**src/rtl/axi_bridge_mp.sv**
```systemverilog
// rtl/axi_bridge_mp.sv - AXI3 master bridge: N read clients, round-robin AR, one-line posted write buffer
module axi_bridge_mp #(
    parameter int         N_RD       = 3,
    parameter int         LINE_WORDS = 8,
    parameter logic [3:0] WR_ID      = 4'hF
) (
    input  logic                       clk,
    input  logic                       resetn,
    output logic [3:0]                 arid,
    output logic [31:0]                araddr,
    output logic [7:0]                 arlen,
    output logic [2:0]                 arsize,
    output logic [1:0]                 arburst,
    output logic [1:0]                 arlock,
    output logic [3:0]                 arcache,
    output logic [2:0]                 arprot,
    output logic                       arvalid,
    input  logic                       arready,
    input  logic [3:0]                 rid,
    input  logic [31:0]                rdata,
    input  logic [1:0]                 rresp,
    input  logic                       rlast,
    input  logic                       rvalid,
    output logic                       rready,
    output logic [3:0]                 awid,
    output logic [31:0]                awaddr,
    output logic [7:0]                 awlen,
    output logic [2:0]                 awsize,
    output logic [1:0]                 awburst,
    output logic [1:0]                 awlock,
    output logic [3:0]                 awcache,
    output logic [2:0]                 awprot,
    output logic                       awvalid,
    input  logic                       awready,
    output logic [3:0]                 wid,
    output logic [31:0]                wdata,
    output logic [3:0]                 wstrb,
    output logic                       wlast,
    output logic                       wvalid,
    input  logic                       wready,
    input  logic [3:0]                 bid,
    input  logic [1:0]                 bresp,
    input  logic                       bvalid,
    output logic                       bready,
    input  logic [N_RD-1:0]            rd_req,
    input  logic [3*N_RD-1:0]          rd_type,
    input  logic [32*N_RD-1:0]         rd_addr,
    output logic [N_RD-1:0]            rd_rdy,
    output logic [N_RD-1:0]            ret_valid,
    output logic [N_RD-1:0]            ret_last,
    output logic [31:0]                ret_data,
    input  logic                       wr_req,
    input  logic [2:0]                 wr_type,
    input  logic [31:0]                wr_addr,
    input  logic [3:0]                 wr_wstrb,
    input  logic [32*LINE_WORDS-1:0]   wr_data,
    output logic                       wr_rdy,
    output logic                       write_buffer_empty
);

    localparam int OFFSET_W = $clog2(LINE_WORDS) + 2;
    localparam int PTR_W    = (N_RD > 1) ? $clog2(N_RD) : 1;
    localparam int BEAT_W   = $clog2(LINE_WORDS);

    typedef enum logic {AR_IDLE, AR_VALID} ar_state_t;
    typedef enum logic [1:0] {W_IDLE, W_SEND, W_RESP} w_state_t;

    ar_state_t                 r_ar_state, w_ar_next;
    w_state_t                  r_w_state, w_w_next;
    logic                      r_active;
    logic [N_RD-1:0]           r_busy;
    logic [N_RD-1:0]           w_elig, w_busy_set;
    logic [PTR_W-1:0]          r_ptr, w_grant_idx;
    logic [PTR_W:0]            w_rr_sum;
    logic                      w_grant_found;
    logic [2:0]                w_g_type;
    logic [31:0]               w_g_addr;
    logic [3:0]                r_arid;
    logic [31:0]               r_araddr;
    logic [7:0]                r_arlen;
    logic [2:0]                r_arsize;
    logic [32*LINE_WORDS-1:0]  r_wbuf;
    logic [31:0]               r_wbuf_addr;
    logic [2:0]                r_wtype;
    logic [3:0]                r_wstrb;
    logic                      r_awvalid, r_wvalid, r_wlast;
    logic [BEAT_W-1:0]         r_beat;
    logic                      w_pending, w_aw_done, w_w_done, w_wr_accept;
    logic                      w_unused;

    assign w_unused = ^{rresp, bid, bresp};
    assign w_pending = (r_w_state != W_IDLE);

    // A read stalls only if it falls in the line held by the write buffer.
    always_comb begin
        for (int i = 0; i < N_RD; i++) begin
            w_elig[i] = r_active && rd_req[i] && !r_busy[i] && (r_ar_state == AR_IDLE)
                        && !(w_pending && (rd_addr[i*32+OFFSET_W +: 32-OFFSET_W] == r_wbuf_addr[31:OFFSET_W]));
        end
    end

    always_comb begin
        w_grant_found = 1'b0;
        w_grant_idx   = '0;
        w_rr_sum      = '0;
        for (int k = 0; k < N_RD; k++) begin
            w_rr_sum = {1'b0, r_ptr} + (PTR_W+1)'(k);
            if (w_rr_sum >= (PTR_W+1)'(N_RD)) begin
                w_rr_sum = w_rr_sum - (PTR_W+1)'(N_RD);
            end
            if (!w_grant_found && w_elig[w_rr_sum[PTR_W-1:0]]) begin
                w_grant_found = 1'b1;
                w_grant_idx   = w_rr_sum[PTR_W-1:0];
            end
        end
    end

    always_comb begin
        w_g_type = '0;
        w_g_addr = '0;
        for (int i = 0; i < N_RD; i++) begin
            rd_rdy[i] = w_grant_found && (w_grant_idx == PTR_W'(i));
            if (w_grant_idx == PTR_W'(i)) begin
                w_g_type = rd_type[i*3 +: 3];
                w_g_addr = rd_addr[i*32 +: 32];
            end
        end
    end

    always_ff @(posedge clk or negedge resetn) begin
        if (!resetn) begin
            r_ar_state <= AR_IDLE;
        end else begin
            r_ar_state <= w_ar_next;
        end
    end

    always_comb begin
        w_ar_next = r_ar_state;
        case (r_ar_state)
            AR_IDLE:  if (w_grant_found) w_ar_next = AR_VALID;
            AR_VALID: if (arready)       w_ar_next = AR_IDLE;
            default:  w_ar_next = AR_IDLE;
        endcase
    end

    always_comb begin
        for (int i = 0; i < N_RD; i++) begin
            w_busy_set[i] = (r_ar_state == AR_VALID) && arready && (r_arid == 4'(i));
            ret_valid[i]  = rvalid && r_active && (rid == 4'(i));
            ret_last[i]   = ret_valid[i] && rlast;
        end
    end

    always_ff @(posedge clk or negedge resetn) begin
        if (!resetn) begin
            r_active <= 1'b0;
            r_busy   <= '0;
            r_ptr    <= '0;
            r_arid   <= '0;
            r_araddr <= '0;
            r_arlen  <= '0;
            r_arsize <= '0;
        end else begin
            r_active <= 1'b1;
            // Clear wins over set so a same-cycle return frees the client.
            r_busy   <= (r_busy | w_busy_set) & ~ret_last;
            if (r_ar_state == AR_IDLE && w_grant_found) begin
                r_arid   <= 4'(w_grant_idx);
                r_araddr <= w_g_addr;
                if (w_g_type[2]) begin
                    r_arlen  <= 8'(LINE_WORDS - 1);
                    r_arsize <= 3'b010;
                end else begin
                    r_arlen  <= 8'd0;
                    r_arsize <= w_g_type;
                end
            end
            if (r_ar_state == AR_VALID && arready) begin
                r_ptr <= (r_arid[PTR_W-1:0] == PTR_W'(N_RD - 1)) ? '0 : r_arid[PTR_W-1:0] + 1'b1;
            end
        end
    end

    assign arid     = r_arid;
    assign araddr   = r_araddr;
    assign arlen    = r_arlen;
    assign arsize   = r_arsize;
    assign arburst  = 2'b01;
    assign arlock   = 2'b00;
    assign arcache  = 4'b0000;
    assign arprot   = 3'b000;
    assign arvalid  = (r_ar_state == AR_VALID);
    assign rready   = r_active;
    assign ret_data = rdata;

    assign wr_rdy      = r_active && (r_w_state == W_IDLE);
    assign w_wr_accept = wr_req && wr_rdy;
    assign w_aw_done   = !r_awvalid || awready;
    assign w_w_done    = !r_wvalid || (wready && r_wlast);

    always_ff @(posedge clk or negedge resetn) begin
        if (!resetn) begin
            r_w_state <= W_IDLE;
        end else begin
            r_w_state <= w_w_next;
        end
    end

    always_comb begin
        w_w_next = r_w_state;
        case (r_w_state)
            W_IDLE:  if (w_wr_accept)            w_w_next = W_SEND;
            W_SEND:  if (w_aw_done && w_w_done)  w_w_next = W_RESP;
            W_RESP:  if (bvalid)                 w_w_next = W_IDLE;
            default: w_w_next = W_IDLE;
        endcase
    end

    always_ff @(posedge clk or negedge resetn) begin
        if (!resetn) begin
            r_wbuf      <= '0;
            r_wbuf_addr <= '0;
            r_wtype     <= '0;
            r_wstrb     <= '0;
            r_awvalid   <= 1'b0;
            r_wvalid    <= 1'b0;
            r_wlast     <= 1'b0;
            r_beat      <= '0;
        end else if (r_w_state == W_IDLE) begin
            if (w_wr_accept) begin
                r_wbuf      <= wr_data;
                r_wbuf_addr <= wr_addr;
                r_wtype     <= wr_type;
                r_wstrb     <= wr_type[2] ? 4'hF : wr_wstrb;
                r_awvalid   <= 1'b1;
                r_wvalid    <= 1'b1;
                r_wlast     <= !wr_type[2];
                r_beat      <= '0;
            end
        end else if (r_w_state == W_SEND) begin
            if (r_awvalid && awready) begin
                r_awvalid <= 1'b0;
            end
            if (r_wvalid && wready) begin
                if (r_wlast) begin
                    r_wvalid <= 1'b0;
                    r_wlast  <= 1'b0;
                end else begin
                    r_wbuf  <= r_wbuf >> 32;
                    r_beat  <= r_beat + 1'b1;
                    r_wlast <= (r_beat == BEAT_W'(LINE_WORDS - 2));
                end
            end
        end
    end

    assign awid    = WR_ID;
    assign awaddr  = r_wbuf_addr;
    assign awlen   = r_wtype[2] ? 8'(LINE_WORDS - 1) : 8'd0;
    assign awsize  = r_wtype[2] ? 3'b010 : r_wtype;
    assign awburst = 2'b01;
    assign awlock  = 2'b00;
    assign awcache = 4'b0000;
    assign awprot  = 3'b000;
    assign awvalid = r_awvalid;
    assign wid     = WR_ID;
    assign wdata   = r_wbuf[31:0];
    assign wstrb   = r_wstrb;
    assign wlast   = r_wlast;
    assign wvalid  = r_wvalid;
    assign bready  = (r_w_state == W_RESP);

    assign write_buffer_empty = !w_pending;

endmodule

```
**config.mk**
```make
export PLATFORM = sky130hd
export DESIGN_NAME = axi_bridge_mp
export DESIGN_NICKNAME = d
export VERILOG_FILES = /design/src/rtl/axi_bridge_mp.sv
export SDC_FILE = /design/constraint.sdc
export NUM_CORES = 1
export LEC_CHECK = 0
export ABC_AREA = 1
export BUFFER_PORTS_ARGS = -buffer_cell sky130_fd_sc_hd__buf_2
export CAP_MARGIN = 20
export CORE_AREA = 3 3 258 260
export CTS_BUF_LIST = sky130_fd_sc_hd__clkbuf_4
export DETAILED_ROUTE_END_ITERATION = 10
export DIE_AREA = 0 0 261 263
export PLACE_DENSITY = 0.48
export SLEW_MARGIN = 5
export SYNTH_ARGS = -nofsm -noshare
export SYNTH_HDL_FRONTEND = slang
export SYNTH_SLANG_ARGS = --single-unit
export TNS_END_PERCENT = 20
```
**constraint.sdc**
```tcl
create_clock -name clk -period 5.85 [get_ports clk]
set_clock_uncertainty 0.2 [all_clocks]
set_input_delay 1.17 -clock clk [delete_from_list [all_inputs] [get_ports clk]]
set_output_delay 1.17 -clock clk [all_outputs]
set_load 0.1 [all_outputs]
```
==> results.py, run 1 <==
metrics = {
    "run_status": {
        "status": "completed",
    },
    "sta": {
        "finalHoldViolations": 0,
        "tightestPinTransition_ns": 0.947,
        "slew_violations": 0,
        "max_freq_ghz": 0.211,
        "setup-violations-final": 0,
        "post-route-min-period_ns": 4.75,
        "relSlewSlack_pct": 36.9,
        "grt_setup_unrepaired": "false",
        "fin_crit_sh_pct": 81.1,
        "tns_ns": 0,
    },
    "synthesis": {
        "yosysUniqueCellTypes": 40,
        "synthCells": 2349,
        "ys.flop_type": "dfrtp_1",
        "synth_top_area_cell": "dfrtp_1",
        "ys_seq_area_share_pct": 47.2,
        "syn_area_per_cell_um2": 7.83,
        "yosys_warnings": 0,
        "synth_top_cells_by_area": "dfrtp_1, nand2_1, o21ai_0",
        "synth_top_area_share_pct": 47.2,
        "synth_edf_count": 0,
        "ys_ff_latch": 347,
        "async_flop_share_pct": 100,
        "synth_area_um2": 18400,
    },
    "route": {
        "routedWlPerCell_um": 18.3,
        "drc": 0,
        "routed_wl_mm": 68.9,
        "drt_iter0_drc": 1056,
        "vias_per_cell": 4.61,
        "via_count": 17400,
        "first_pass_iters": 7,
        "detail-route-antenna-nets": 0,
    },
    "hold_path": {
        "hold_path.class": "primary input to asynchronous set/reset pin",
    },
    "clock_tree": {
        "clk_pin_slew_worst_paths_ns": 0.06,
        "cts.sinks": 347,
        "cts.repair.resized": 0,
        "ctsRootBufferMaster": "clkbuf_4",
        "clock_path_buffers": 3,
        "postCtsSetupRepairBufs": 0,
        "clkLatencyLatePin_ns": 0.87,
        "cts.htree.levels": 3,
        "cts_buffers": 106,
        "cts_tree": "built",
        "hold_buffers": 0,
    },
    "power": {
        "powerDensity_nw_per_um2": 659,
        "leakage_nw": 11.3,
        "p_total_mw": 14.8,
        "ir_drop_mv": 0.345,
    },
    "finish": {
        "drive_gt1_share_pct": 27.1,
        "num-fill-cells": 6997,
        "nets": 3281,
        "syn_to_final_growth_pct": 22.2,
    },
    "grt": {
        "grt_max_degree": 208,
        "antenna_found_initial": 44,
        "gr-total-overflow": 0,
        "grt_usage_pct": 19.5,
        "grt_pass1_vias": 17700,
        "grt_pass1_wl_mm": 104,
    },
    "worst_setup_path": {
        "cp-end-kind": "output pin",
        "critPathMaxStageDelay_ns": 0.43,
        "startpoint_type": "flop",
        "crit_buf_inv": 1,
        "cp_top_family": "simple AND/OR/NAND/NOR gates",
        "r2r_setup_slack_ns": 1.95,
        "path_common_cell": "nand2_1",
        "crit_path_max_fanout": 7,
        "worstSetupPathType": "flop to output pin",
        "crit_slowest_cell": "dfrtp_1",
        "cp_data_required_time_ns": 4.48,
        "cp.arrival_ns": 3.38,
        "cp_cell_sequence": "nor2_4 -> nor2_1 -> nand3_1 -> nor2_1 -> nand2_1 -> nand2_1 -> nand2_1 -> nand2_1 -> nand2_1 -> nand2_4 -> nand3_1 -> nand2_2 -> nor2_8 -> nand2_2 -> nor2_1 -> buf_12",
        "timing.rr.start": "r_w_state[1]",
        "cp-startpoint": "r_w_state[1]",
    },
    "placement": {
        "io_buffers": 544,
        "gp_congestion": 0.866,
        "place_hpwl_mm": 50.7,
    },
    "floorplan": {
        "die_w_um": 261,
        "start_util_pct": 28.6,
        "die_h_um": 263,
        "die-area_um2": 68600,
        "pin_count": 661,
        "core_area_um2": 64300,
        "row_count": 93,
    },
    "flow_run": {
        "max-cap-violations": 0,
    },
}
## cell families (layout without fill, tap and decap cells)
kind of cell             after synthesis  after routing  synth area share [%]
adder cells (fa/ha/maj)                4              4                 0.272
AND/OR/NAND/NOR                      833            833                  18.5
flip-flops                           347            347                  47.2
XOR/XNOR                              28             28                  1.33
buffers and inverters                563           1056                  14.4
AO/OA/AOI/OAI                        572            572                  18.3
other                                  2             73                0.0408
## layout by cell type, fill, tap and decap left out, types with 18 or more instances in the layout
cell / instances
a21oi_1: 33
a31oi_1: 59
buf_2: 542
buf_4: 18
clkbuf_4: 151
clkinv_1: 24
conb_1: 45
dfrtp_1: 347
diode_2: 28
inv_1: 288
nand2_1: 630
nand3_1: 38
nor2_1: 118
o211ai_1: 162
o21ai_0: 299
xnor2_1: 20
## worst paths after layout
path | to | cells after the start
min in group clk | r_beat[2] | 1
min reg2reg | r_beat[2] | 1
max in group asynchronous | r_wbuf[250] | 2
min | r_wbuf[26] | 1
max reg2reg | r_wbuf[87] | 12
max | rd_rdy[0] | 16
## through the flow
stage	hold slack (ns)	cell area [um2]	setup slack, ns	util [%]	instances
after global routing	0.0399	22400	0.727	34.9	3757
after detailed placement	0.257	21200	1.17	32.9	3568
after global placement	0.249	21200	1.18	32.9	3568
after CTS	0.0264	22400	0.858	34.8	3740
after floorplan	0.234	18500	0.175	-	2392
final	0.114	22500	1.10	34.9	3768
## state kept, by name, indices dropped and copies added (netlist names), 2 cells and up
register / count
araddr: 32
arsize: 2
r_busy: 3
r_beat: 3
r_wbuf: 256
r_ptr: 2
wstrb: 4
awaddr: 32
r_wtype: 3
r_w_state: 2
arid: 2
## cell type report
class / count / area [um2] / share of cell area [%]
clock buffers: 151 / 1130 / 5.04
repair buffers: 567 / 2980 / 13.3
inverters: 317 / 1200 / 5.36
clock inverters: 21 / 101 / 0.451
flip-flops and latches: 347 / 8680 / 38.6
multi-input cells: 1482 / 7230 / 32.2
diodes: 28 / 70.1 / 0.312
well taps: 855 / 1070 / 4.76
## where the power goes
part	switching, mW	internal, mW
Clock	1.10	1.17
Sequential	0.545	3.57
Combinational	6.65	1.79
## routing by layer
| metal | part of all wire (%) | wire, um | vias up | GRT usage, % |
|---|---|---|---|---|
| met5 | 0.37 | 256 | - | 0 |
| met4 | 2.6 | 1800 | 38 | 6.10 |
| met3 | 8.2 | 5680 | 145 | 6.70 |
| met2 | 49 | 33600 | 569 | 32.9 |
| met1 | 40 | 27600 | 8170 | 23.4 |
| li1 | - | - | 8444 | - |
## Yosys cell counts, types with 8 or more instances
master / count
clkbuf_1: 93
nand2_1: 631
a31oi_1: 59
clkinv_1: 11
o21ai_1: 9
nor2_1: 118
buf_2: 30
inv_2: 17
dfrtp_1: 347
nand3_1: 38
xor2_1: 8
o211ai_1: 162
xnor2_1: 20
nand3_2: 13
a21oi_1: 33
o21ai_0: 299
inv_1: 289
buf_4: 114
Note: power is estimated with default switching activity, not from simulation.
==> inputs of run 2 (changes only) <==
--- a/config.mk
+++ b/config.mk
@@ -8,10 +8,10 @@
 export ABC_AREA = 1
 export BUFFER_PORTS_ARGS = -buffer_cell sky130_fd_sc_hd__buf_2
 export CAP_MARGIN = 20
-export CORE_AREA = 3 3 258 260
+export CORE_AREA = 3 3 257 259
 export CTS_BUF_LIST = sky130_fd_sc_hd__clkbuf_4
 export DETAILED_ROUTE_END_ITERATION = 10
-export DIE_AREA = 0 0 261 263
+export DIE_AREA = 0 0 260 262
 export PLACE_DENSITY = 0.48
 export SLEW_MARGIN = 5
 export SYNTH_ARGS = -nofsm -noshare
==> constraint.sdc (replaced) <==
create_clock -name clk -period 4.4 [get_ports clk]
set_clock_uncertainty 0.2 [all_clocks]
set_input_delay 0.88 -clock clk [delete_from_list [all_inputs] [get_ports clk]]
set_output_delay 0.88 -clock clk [all_outputs]
set_load 0.1 [all_outputs]
==> run 2 against run 1 <==
Against the previous run:
- combinational power increased by 39%
- utilization is 2.8 points higher
- register-to-register slack worse by 1.1 ns
- via count rose by 4.1%
- first-iteration DRC count rose by 3.9%
- sequential share of layout area down 2.7 points
- critical path type unchanged
- routed wire length is 3.3% higher
==> results.py, run 2 (synthesis results as in run 1) <==
metrics = {
    "finish": {
        "top_register": "r_wbuf",
        "layout_common_cells": "nand2_1, buf_2, dfrtp_1, o21ai_0, inv_1",
        "syn_to_final_growth_pct": 31.6,
        "utilization_pct": 37.7,
        "stdcell_count": 3914,
        "nets": 3431,
        "largest_reg_flops": 256,
        "drive_gt1_share_pct": 27.2,
        "layout_commonest_cell": "nand2_1",
    },
    "sta": {
        "fin_crit_sh_pct": 94.5,
        "max_freq_ghz": 0.240,
        "relSlewSlack_pct": 43.9,
        "setup-violations-final": 0,
        "tightestPinTransition_ns": 0.842,
        "finalHoldViolations": 0,
        "layout_setup_ws_ns": 0.241,
        "grt_setup_unrepaired": "false",
        "post-route-min-period_ns": 4.16,
        "slew_violations": 0,
    },
    "floorplan": {
        "die-area_um2": 68100,
        "start_util_pct": 28.7,
        "die_h_um": 262,
        "core_area_um2": 64100,
        "pin_count": 661,
        "row_count": 93,
        "die_w_um": 260,
    },
    "placement": {
        "dp.cells": 3586,
        "dp_slack_ns": 0.417,
        "place_hpwl_mm": 52.6,
        "io_buffers": 544,
        "gp_congestion": 0.901,
    },
    "grt": {
        "grt_pass1_vias": 18100,
        "gr-total-overflow": 0,
        "grt_usage_pct": 20.2,
        "antenna_found_initial": 38,
        "grt_pass1_wl_mm": 106,
        "grt_max_degree": 138,
    },
    "clock_tree": {
        "cts_tree": "built",
        "ctsRootBufferMaster": "clkbuf_4",
        "clkLatencyLatePin_ns": 0.82,
        "cts_buffers": 104,
        "clock_path_buffers": 3,
        "cts.sinks": 347,
        "clk_pin_slew_worst_paths_ns": 0.06,
        "cts.htree.levels": 3,
    },
    "route": {
        "routed_wl_mm": 71.1,
        "first_pass_iters": 5,
        "vias_per_cell": 4.62,
        "routedWlPerCell_um": 18.2,
        "via_count": 18100,
        "drc": 0,
        "drt_iter0_drc": 1097,
        "detail-route-antenna-nets": 0,
    },
    "worst_setup_path": {
        "r2r_setup_slack_ns": 0.81,
        "worstSetupPathType": "flop to output pin",
        "cp-end-kind": "output pin",
        "crit_path_max_fanout": 6,
        "startpoint_type": "flop",
        "cp_data_required_time_ns": 3.32,
        "cp.arrival_ns": 3.08,
    },
    "run_status": {
        "status": "completed",
    },
    "flow_run": {
        "max-cap-violations": 0,
    },
    "power": {
        "powerDensity_nw_per_um2": 841,
        "leakage_nw": 12.1,
        "p_total_mw": 20.3,
        "ir_drop_mv": 0.341,
    },
    "hold_path": {
        "hold_path.class": "primary input to flop",
    },
}
run 2: final timing paths:
kind / start / end / cells past startpoint
hold reg to reg: r_beat[2] / r_beat[2] / 1
setup / recovery: awaddr[8] / rd_rdy[0] / 18
setup reg to reg: awaddr[8] / araddr[0] / 19
max in group asynchronous: resetn / araddr[19] / 3
hold / removal: wr_data[191] / r_wbuf[191] / 3
min in group asynchronous: resetn / araddr[2] / 2
run 2: worst max-delay path, cell delays in order, from the launching register on:
cell	delay, ns
dfrtp_2	0.44
inv_2	0.11
nand2_1	0.06
nand2_1	0.06
clkinv_1	0.06
nand2_1	0.07
nor2_1	0.06
nand2_1	0.10
nor2_1	0.06
nand2_2	0.12
nand4_1	0.19
nand2_2	0.17
nand2_4	0.10
nand3_2	0.10
nand2_2	0.09
nor2_8	0.11
nand2_2	0.06
nor2_2	0.12
buf_12	0.19
run 2: power breakdown:
part	leakage, nW	internal, mW	switching (mW)
clock	0.778	1.73	1.46
combinational	7.07	2.68	8.98
sequential	4.21	4.76	0.736
run 2: routing by layer:
metal	global-route usage [%]	vias to the layer above	wire length [um]
met5	0	-	209
met4	7.29	32	1780
met3	6.50	152	5710
met2	33.3	633	34100
met1	24.8	8528	29300
li1	-	8732	-
run 2: final cells by class:
class / count / area (um2)
Fill cell: 6882 / 39900
Sequential cell: 347 / 8700
Multi-Input combinational cell: 1482 / 7270
Timing Repair Buffer: 719 / 4580
Inverter: 317 / 1200
Clock buffer: 151 / 1130
Tap cell: 855 / 1070
Clock inverter: 22 / 179
Antenna cell: 21 / 52.6
run 2: what timing repair did:
action	in CTS	in global routing
endpoints found under the setup margin	1	2
pin swaps	0	1
endpoints found under the hold margin	218	0
hold buffers	132	0
buffers inserted	0	2
resized for setup	3	20
run 2: per-stage QoR:
stage          setup TNS (ns)  hold slack, ns  area, um2
6_report                    0           0.139      24200
4_1_cts                     0         0.00212      24100
3_5_place_dp                0           0.262      21400
3_3_place_gp                0           0.248      21400
5_1_grt                     0          0.0256      24200
2_1_floorplan           -1.40           0.234      18600
